==> src/rtl/multicycle_ctrl_unit_if.sv <==
// Control bus between the multicycle controller and the datapath.
// master = controller side, slave = datapath side.
interface multicycle_ctrl_unit_if #(
  parameter int unsigned DATA_W      = 8,
  parameter int unsigned FETCH_BYTES = 2
);
  logic [3:0]             opcode;
  logic [DATA_W-1:0]      aluout;
  logic                   mem_ready;
  logic                   resume;
  logic                   pc_sel;
  logic                   pc_en;
  logic                   adr_sel;
  logic                   mem_req;
  logic                   mem_we;
  logic [FETCH_BYTES-1:0] ir_en;
  logic                   reg_sel;
  logic                   wd3_sel;
  logic                   reg_write;
  logic                   op1_sel;
  logic                   op2_sel;
  logic                   alu_out_en;
  logic [2:0]             alu_control;
  logic                   halted;
  logic                   trap;
  logic                   bus_error;

  modport master (
    input  opcode, aluout, mem_ready, resume,
    output pc_sel, pc_en, adr_sel, mem_req, mem_we, ir_en, reg_sel, wd3_sel,
           reg_write, op1_sel, op2_sel, alu_out_en, alu_control, halted, trap,
           bus_error
  );

  modport slave (
    output opcode, aluout, mem_ready, resume,
    input  pc_sel, pc_en, adr_sel, mem_req, mem_we, ir_en, reg_sel, wd3_sel,
           reg_write, op1_sel, op2_sel, alu_out_en, alu_control, halted, trap,
           bus_error
  );
endinterface

==> src/rtl/multicycle_ctrl_unit.sv <==
// Multicycle control FSM: variable-length fetch, ready/timeout handshake,
// load/store, ALU ops, conditional branches, resumable HALT and sticky TRAP.
module multicycle_ctrl_unit #(
  parameter int unsigned DATA_W       = 8,
  parameter int unsigned FETCH_BYTES  = 2,
  parameter int unsigned WAIT_TIMEOUT = 16,
  parameter int unsigned CNT_W        = 5
) (
  input  logic                       clk,
  input  logic                       reset,
  multicycle_ctrl_unit_if.master     bus
);

  localparam int unsigned IDX_W = (FETCH_BYTES > 1) ? $clog2(FETCH_BYTES) : 1;
  localparam logic [FETCH_BYTES-1:0] IR_ONE   = FETCH_BYTES'(1);
  localparam logic [IDX_W-1:0]       IDX_LAST = IDX_W'(FETCH_BYTES - 1);
  localparam logic [CNT_W-1:0]       WCNT_MAX = CNT_W'(WAIT_TIMEOUT - 1);

  localparam logic [2:0] ALU_ADD = 3'b010;
  localparam logic [2:0] ALU_SUB = 3'b110;
  localparam logic [2:0] ALU_AND = 3'b000;
  localparam logic [2:0] ALU_OR  = 3'b001;

  typedef enum logic [2:0] {
    S_FETCH, S_DECODE, S_MEM, S_LOADWB, S_EXEC, S_BRANCH, S_HALT, S_TRAP
  } state_e;

  state_e           state_q, state_d;
  logic [IDX_W-1:0] idx_q, idx_d;
  logic [CNT_W-1:0] wcnt_q, wcnt_d;
  logic             bus_error_q, bus_error_d;
  logic             timeout_c;
  logic             taken_c;

  // Last tolerated not-ready cycle; WAIT_TIMEOUT of zero never expires.
  assign timeout_c = (WAIT_TIMEOUT != 0) && (wcnt_q == WCNT_MAX);

  assign taken_c = (bus.opcode == 4'b1000) ||
                   ((bus.opcode == 4'b1001) && (bus.aluout == DATA_W'(0))) ||
                   ((bus.opcode == 4'b1010) && (bus.aluout != DATA_W'(0)));

  // Next-state and output decode.
  always_comb begin
    state_d         = state_q;
    idx_d           = idx_q;
    wcnt_d          = '0;
    bus_error_d     = bus_error_q;
    bus.pc_sel      = 1'b0;
    bus.pc_en       = 1'b0;
    bus.adr_sel     = 1'b0;
    bus.mem_req     = 1'b0;
    bus.mem_we      = 1'b0;
    bus.ir_en       = '0;
    bus.reg_sel     = 1'b0;
    bus.wd3_sel     = 1'b0;
    bus.reg_write   = 1'b0;
    bus.op1_sel     = 1'b0;
    bus.op2_sel     = 1'b0;
    bus.alu_out_en  = 1'b0;
    bus.alu_control = ALU_ADD;
    bus.halted      = 1'b0;
    bus.trap        = 1'b0;
    bus.bus_error   = bus_error_q;

    case (state_q)
      S_FETCH: begin
        bus.mem_req = 1'b1;
        if (bus.mem_ready) begin
          // Enables only on completion so a stall never re-increments PC.
          bus.ir_en   = IR_ONE << idx_q;
          bus.pc_en   = 1'b1;
          bus.op2_sel = 1'b1;
          if (idx_q == IDX_LAST) begin
            idx_d   = '0;
            state_d = S_DECODE;
          end else begin
            idx_d = idx_q + IDX_W'(1);
          end
        end else if (timeout_c) begin
          state_d     = S_TRAP;
          bus_error_d = 1'b1;
        end else begin
          wcnt_d = wcnt_q + CNT_W'(1);
        end
      end
      S_DECODE: begin
        casez (bus.opcode)
          4'b000?:                     state_d = S_MEM;
          4'b01??:                     state_d = S_EXEC;
          4'b1000, 4'b1001, 4'b1010:   state_d = S_BRANCH;
          4'b1011:                     state_d = S_HALT;
          default:                     state_d = S_TRAP;
        endcase
      end
      S_MEM: begin
        bus.adr_sel = 1'b1;
        bus.mem_req = 1'b1;
        bus.mem_we  = bus.opcode[0];
        if (bus.mem_ready) begin
          state_d = bus.opcode[0] ? S_FETCH : S_LOADWB;
        end else if (timeout_c) begin
          state_d     = S_TRAP;
          bus_error_d = 1'b1;
        end else begin
          wcnt_d = wcnt_q + CNT_W'(1);
        end
      end
      S_LOADWB: begin
        bus.reg_write = 1'b1;
        state_d       = S_FETCH;
      end
      S_EXEC: begin
        bus.op1_sel    = 1'b1;
        bus.alu_out_en = 1'b1;
        bus.reg_sel    = 1'b1;
        bus.wd3_sel    = 1'b1;
        bus.reg_write  = 1'b1;
        case (bus.opcode[1:0])
          2'b00:   bus.alu_control = ALU_ADD;
          2'b01:   bus.alu_control = ALU_SUB;
          2'b10:   bus.alu_control = ALU_AND;
          default: bus.alu_control = ALU_OR;
        endcase
        state_d = S_FETCH;
      end
      S_BRANCH: begin
        bus.op1_sel     = 1'b1;
        bus.alu_control = ALU_SUB;
        bus.pc_sel      = taken_c;
        bus.pc_en       = taken_c;
        state_d         = S_FETCH;
      end
      S_HALT: begin
        bus.halted = 1'b1;
        if (bus.resume) state_d = S_FETCH;
      end
      default: begin
        bus.trap = 1'b1;
      end
    endcase
  end

  // State registers; reset overrides every other condition.
  always_ff @(posedge clk) begin
    if (reset) begin
      state_q     <= S_FETCH;
      idx_q       <= '0;
      wcnt_q      <= '0;
      bus_error_q <= 1'b0;
    end else begin
      state_q     <= state_d;
      idx_q       <= idx_d;
      wcnt_q      <= wcnt_d;
      bus_error_q <= bus_error_d;
    end
  end

endmodule

==> src/flat_wrapper.sv <==
// flat-port wrapper written by rule: the top's interface ports become plain ports
module multicycle_ctrl_unit_flat 
#(
  parameter int unsigned DATA_W       = 8,
  parameter int unsigned FETCH_BYTES  = 2,
  parameter int unsigned WAIT_TIMEOUT = 16,
  parameter int unsigned CNT_W        = 5
)
  (clk, reset, bus_opcode, bus_aluout, bus_mem_ready, bus_resume, bus_pc_sel, bus_pc_en, bus_adr_sel, bus_mem_req, bus_mem_we, bus_ir_en, bus_reg_sel, bus_wd3_sel, bus_reg_write, bus_op1_sel, bus_op2_sel, bus_alu_out_en, bus_alu_control, bus_halted, bus_trap, bus_bus_error);
  multicycle_ctrl_unit_if #(.DATA_W(DATA_W), .FETCH_BYTES(FETCH_BYTES)) bus_i ();
  input  logic clk;
  input  logic reset;
  input wire logic [$bits(bus_i.opcode)-1:0] bus_opcode;
  input wire logic [$bits(bus_i.aluout)-1:0] bus_aluout;
  input wire logic [$bits(bus_i.mem_ready)-1:0] bus_mem_ready;
  input wire logic [$bits(bus_i.resume)-1:0] bus_resume;
  output wire logic [$bits(bus_i.pc_sel)-1:0] bus_pc_sel;
  output wire logic [$bits(bus_i.pc_en)-1:0] bus_pc_en;
  output wire logic [$bits(bus_i.adr_sel)-1:0] bus_adr_sel;
  output wire logic [$bits(bus_i.mem_req)-1:0] bus_mem_req;
  output wire logic [$bits(bus_i.mem_we)-1:0] bus_mem_we;
  output wire logic [$bits(bus_i.ir_en)-1:0] bus_ir_en;
  output wire logic [$bits(bus_i.reg_sel)-1:0] bus_reg_sel;
  output wire logic [$bits(bus_i.wd3_sel)-1:0] bus_wd3_sel;
  output wire logic [$bits(bus_i.reg_write)-1:0] bus_reg_write;
  output wire logic [$bits(bus_i.op1_sel)-1:0] bus_op1_sel;
  output wire logic [$bits(bus_i.op2_sel)-1:0] bus_op2_sel;
  output wire logic [$bits(bus_i.alu_out_en)-1:0] bus_alu_out_en;
  output wire logic [$bits(bus_i.alu_control)-1:0] bus_alu_control;
  output wire logic [$bits(bus_i.halted)-1:0] bus_halted;
  output wire logic [$bits(bus_i.trap)-1:0] bus_trap;
  output wire logic [$bits(bus_i.bus_error)-1:0] bus_bus_error;
  assign bus_i.opcode = bus_opcode;
  assign bus_i.aluout = bus_aluout;
  assign bus_i.mem_ready = bus_mem_ready;
  assign bus_i.resume = bus_resume;
  assign bus_pc_sel = bus_i.pc_sel;
  assign bus_pc_en = bus_i.pc_en;
  assign bus_adr_sel = bus_i.adr_sel;
  assign bus_mem_req = bus_i.mem_req;
  assign bus_mem_we = bus_i.mem_we;
  assign bus_ir_en = bus_i.ir_en;
  assign bus_reg_sel = bus_i.reg_sel;
  assign bus_wd3_sel = bus_i.wd3_sel;
  assign bus_reg_write = bus_i.reg_write;
  assign bus_op1_sel = bus_i.op1_sel;
  assign bus_op2_sel = bus_i.op2_sel;
  assign bus_alu_out_en = bus_i.alu_out_en;
  assign bus_alu_control = bus_i.alu_control;
  assign bus_halted = bus_i.halted;
  assign bus_trap = bus_i.trap;
  assign bus_bus_error = bus_i.bus_error;
  multicycle_ctrl_unit #(.DATA_W(DATA_W), .FETCH_BYTES(FETCH_BYTES), .WAIT_TIMEOUT(WAIT_TIMEOUT), .CNT_W(CNT_W)) u_core (.clk(clk), .reset(reset), .bus(bus_i));
endmodule
==> config.mk <==
export PLATFORM = sky130hd
export DESIGN_NAME = multicycle_ctrl_unit_flat
export DESIGN_NICKNAME = d
export VERILOG_FILES = /design/src/rtl/multicycle_ctrl_unit_if.sv /design/src/rtl/multicycle_ctrl_unit.sv /design/src/flat_wrapper.sv
export SDC_FILE = /design/constraint.sdc
export NUM_CORES = 1
export LEC_CHECK = 0
export CAP_MARGIN = 20
export CELL_PAD_IN_SITES_DETAIL_PLACEMENT = 1
export CELL_PAD_IN_SITES_GLOBAL_PLACEMENT = 1
export CORE_ASPECT_RATIO = 1.4
export CORE_MARGIN = 1
export CORE_UTILIZATION = 29
export CTS_CLUSTER_DIAMETER = 50
export CTS_CLUSTER_SIZE = 30
export DETAILED_ROUTE_END_ITERATION = 12
export GPL_TIMING_DRIVEN = 0
export HOLD_SLACK_MARGIN = 0.15
export PLACE_DENSITY = 0.8
export REMOVE_ABC_BUFFERS = 1
export SLEW_MARGIN = 5
export SYNTH_ARGS = -nofsm -noshare
export SYNTH_HDL_FRONTEND = slang
export SYNTH_SLANG_ARGS = --single-unit
==> constraint.sdc <==
create_clock -name clk -period 3.09 [get_ports clk]
set_input_delay 0.618 -clock clk [delete_from_list [all_inputs] [get_ports clk]]
set_output_delay 0.618 -clock clk [all_outputs]
set_load 0.05 [all_outputs]
==> reports/metrics.csv <==
stage,metric,value,unit
run_status,outcome,finished with violations,
run_status,failing checks,design-rule violations,
grt,Total GRT Usage,16.8,%
worst_setup_path,kind of critical path,in -> out,
worst_setup_path,CP Launch Type,input port,
clock_tree,clock transition at the registers of the reported paths,70,ps
sta,Relative slew margins,65.8,%
worst_setup_path,CP max stage cell,clkdlybuf4s50_1,
sta,worst slew pin tran,511,ps
grt,largest net degree at the start of global routing,14,
pwr,Sequential Power Share,22.5,%
detailed_routing,routed vias/inst,5.23,
sta,period utilization,96.3,%
worst_setup_path,Critical Path Max Stage Delay,590,ps
worst_setup_path,Worst R2R Setup Slack,1550,ps
die,Total Die Area,0.00261,mm²
worst_setup_path,reg-to-reg endpoint,u_core.state_q[2]$_SDFFE_PP0P_,
sta,worst hold slack,448,ps
sta,Final min period,2980,ps
finish,FF/Latch Area,200,µm²
clock_tree,CTS root buf,clkbuf_4,
worst_hold_path,Cells on Worst Hold Path,1,
pwr,Net Sw Frac,54.4,%
synth,largest area contributor in the netlist,dfxtp_1,
worst_setup_path,CP top delay family,buffers and inverters,
worst_setup_path,endpoint class of the critical path,output port,
detailed_routing,drt pass-1 iters,8,
pwr,"IR drop worst, VDD",0.525,mV
worst_setup_path,worst flop-to-flop path startpoint,u_core.wcnt_q[0]$_SDFF_PP0_,
die,Die H,60.0,µm
worst_setup_path,Critical Path AT,2360,ps
synth,cell area after synthesis,697,µm²
die,Core Rows,20,
finish,layout cells sized above 1,9.09,%
clock_tree,post-CTS setup repair buffer count,0,
synth,synthesized flop and latch total,10,
place,hpwl dp,1.68,mm
synth,"top cells by area, synth","dfxtp_1, ha_1, nor2_1",
worst_setup_path,CP Cell Sequence,clkdlybuf4s50_1 -> nor4b_4 -> and2b_4 -> dlygate4sd2_1,
finish,Synth-to-Final Area Change,52.8,%
place,gpl congestion,0.701,
sta,Final Max Tran Viols,0,
pwr,total power,0.000987,W
worst_hold_path,Worst Hold Class,reg -> reg,
pwr,Internal,0.000450,W
clock_tree,CTS Sinks,10,
worst_setup_path,Worst Path Required,2470,ps
die,Placeable Area,0.00223,mm²
clock_tree,CTS H-tree depth,1,
pwr,Comb pwr share,65.5,%
grt,first-pass GRT wire length,3.27,mm
sta,Final TNS setup,0,ps
clock_tree,CTS Hold Buffers Added,0,
synth,Avg Inst Size Synth,8.01,µm²
grt,number of global-route vias before repair,725,
synth,YS warnings,0,
sta,final hold violations,0,
worst_hold_path,Hold EP,u_core.wcnt_q[0]$_SDFF_PP0_,
worst_hold_path,hold path start,u_core.wcnt_q[0]$_SDFF_PP0_,
clock_tree,worst skew pair latency,270,ps
detailed_routing,DRC,1,
worst_setup_path,crit-path max FO,7,
sta,fmax,336,MHz
detailed_routing,First DRT Iteration DRCs,9,
clock_tree,Max clock buf depth,2,
clock_tree,CTS tree,built,
finish,final core occ,47.8,%
synth,"Seq/Total Area, Yosys",28.7,%
die,die width,43.4,µm
grt,initial antenna violation count,0,
detailed_routing,antenna-violating nets left,0,
synth,top-area cell type share of the netlist area,28.7,%
synth,Cell variety after synth,32,
finish,fin area,0.00106,mm²
die,Initial Util,31.3,%
sta,final setup fails,0,
finish,number of fill cells,280,
detailed_routing,vias,748,
finish,area of the multi-input gates,447,µm²
grt,GRT overflow,0,
sta,RSZ-0062 raised after global routing,no,
detailed_routing,drt total wl,2.04,mm
pwr,PwrDens,927,mW/mm²
synth,Post-Syn Instances,87,
place,placed inst area,0.00104,mm²
pwr,Clk pwr share,12.0,%
die,I/O pins,35,
clock_tree,TritonCTS buffer count,3,
worst_setup_path,worst path bufs/invs,2,
detailed_routing,WL/cell,14.3,µm
sta,Final Skew,3.55,ps
finish,Layout Nets,143,
finish,# diodes,0,
worst_setup_path,FF-to-FF path depth,6,
pwr,Switch Pwr,0.000537,W
flow_run,Max Cap Viol,0,
pwr,Leak,0.452,nW
place,port bufs,34,
-- cells in the final DEF, fill, tap and decap left out, drive strengths merged, types with 2 or more instances in the layout --
cell	Yosys	layout
a21boi	2	2
a21oi	4	4
a31oi	2	2
and2	2	2
and3	5	5
clkbuf	0	5
clkdlybuf4s50	0	29
dfxtp	10	10
dlygate4sd2	0	3
ha	5	5
inv	6	6
nand2	5	5
nand3	3	3
nor2	11	11
nor3	4	4
nor4	2	2
o21ai	5	5
or2	2	2
xnor2	2	2
-- power groups by stage --
stage | clock network, W | registers, W | logic, W
after global placement | 0 | 0.000223 | 0.000655
after detailed placement | 0 | 0.000225 | 0.000666
after CTS | 0.000123 | 0.000223 | 0.000651
after global routing | 0.000130 | 0.000231 | 0.000679
after floorplan | 0 | 0.000207 | 0.000456
final | 0.000119 | 0.000222 | 0.000647
-- sequential cells by signal, summed over array words and instances (netlist names) --
signal                count
u_core.idx_q              1
u_core.wcnt_q             5
u_core.state_q            3
u_core.bus.bus_error      1
-- layout make-up --
class	count	area share, %
Multi-Input combinational cell	67	42.0
Clock buffer	4	3.41
Inverter	6	2.12
Tap cell	22	2.59
Timing Repair Buffer	34	31.1
Sequential cell	10	18.8
-- metal layers --
layer / part of all wire [%] / vias to the layer above / track usage, %
li1: - / 372 / -
met3: 2.2 / 2 / 0.906
met4: 1.0 / 0 / 8.04
met5: 0 / - / 0
met2: 58 / 13 / 33.3
met1: 39 / 361 / 17.3
-- synthesized netlist by cell type --
master and n:
or2b_1 1, and3_1 5, xnor2_1 2, nand3_1 3
nor3b_1 1, a31oi_1 2, and2b_4 1, mux2i_1 1
nor2_1 10, a311oi_2 1, nor2_2 1, a21oi_1 4
inv_1 6, xor2_1 1, a21boi_0 2, and2_1 2
nand2b_1 1, buf_2 1, nor3_1 4, nand2_1 5
ha_1 5, o21ai_0 5, or2_2 2, and4_1 1
nor4b_4 1, o22ai_1 1, nor2b_1 1, o211ai_1 1
nor4_1 2, buf_4 3, a41o_1 1, dfxtp_1 10
-- worst reg2reg max path, cell delays in order, from the launching register on --
cell and delay (ps):
dfxtp_1 350, ha_1 200, and3_1 160, ha_1 250
a21oi_1 90, or2_2 270, a31oi_1 150
-- repair_timing --
action | in CTS | in global routing
hold endpoints to repair | 0 | 0
setup endpoints to repair | 5 | 2
resized for setup | 5 | 3
-- through the flow --
step                worst slack [ps]  cells
floorplan                      -1070     83
global placement                -166    139
detailed placement              -206    139
CTS                             71.7    143
global route                    3.76    143
finish                           115    143
-- worst max path at each step --
stage	from	to	slack [ps]	depth (start not counted)
floorplan	u_core.state_q[2]$_SDFFE_PP0P_	bus_alu_control[1]	-1070	3
global placement	bus_mem_ready	bus_ir_en[0]	-170	4
detailed placement	bus_aluout[5]	bus_pc_sel	-210	6
CTS	bus_aluout[5]	bus_pc_sel	70	6
global route	u_core.state_q[2]$_SDFFE_PP0P_	bus_alu_control[0]	4	4
finish	bus_mem_ready	bus_ir_en[0]	110	4
-- logic make-up (layout without fill, tap and decap cells) --
family	Yosys count	count (layout)	share of synthesized area, %
mux	1	1	1.44
fa+ha+maj	5	5	8.98
flops	10	10	28.7
xor+xnor	3	3	3.77
simple gates	41	41	33.9
buf+inv	10	44	7.18
compound gates	17	17	16.0
Power figures use the tool's default switching activity.
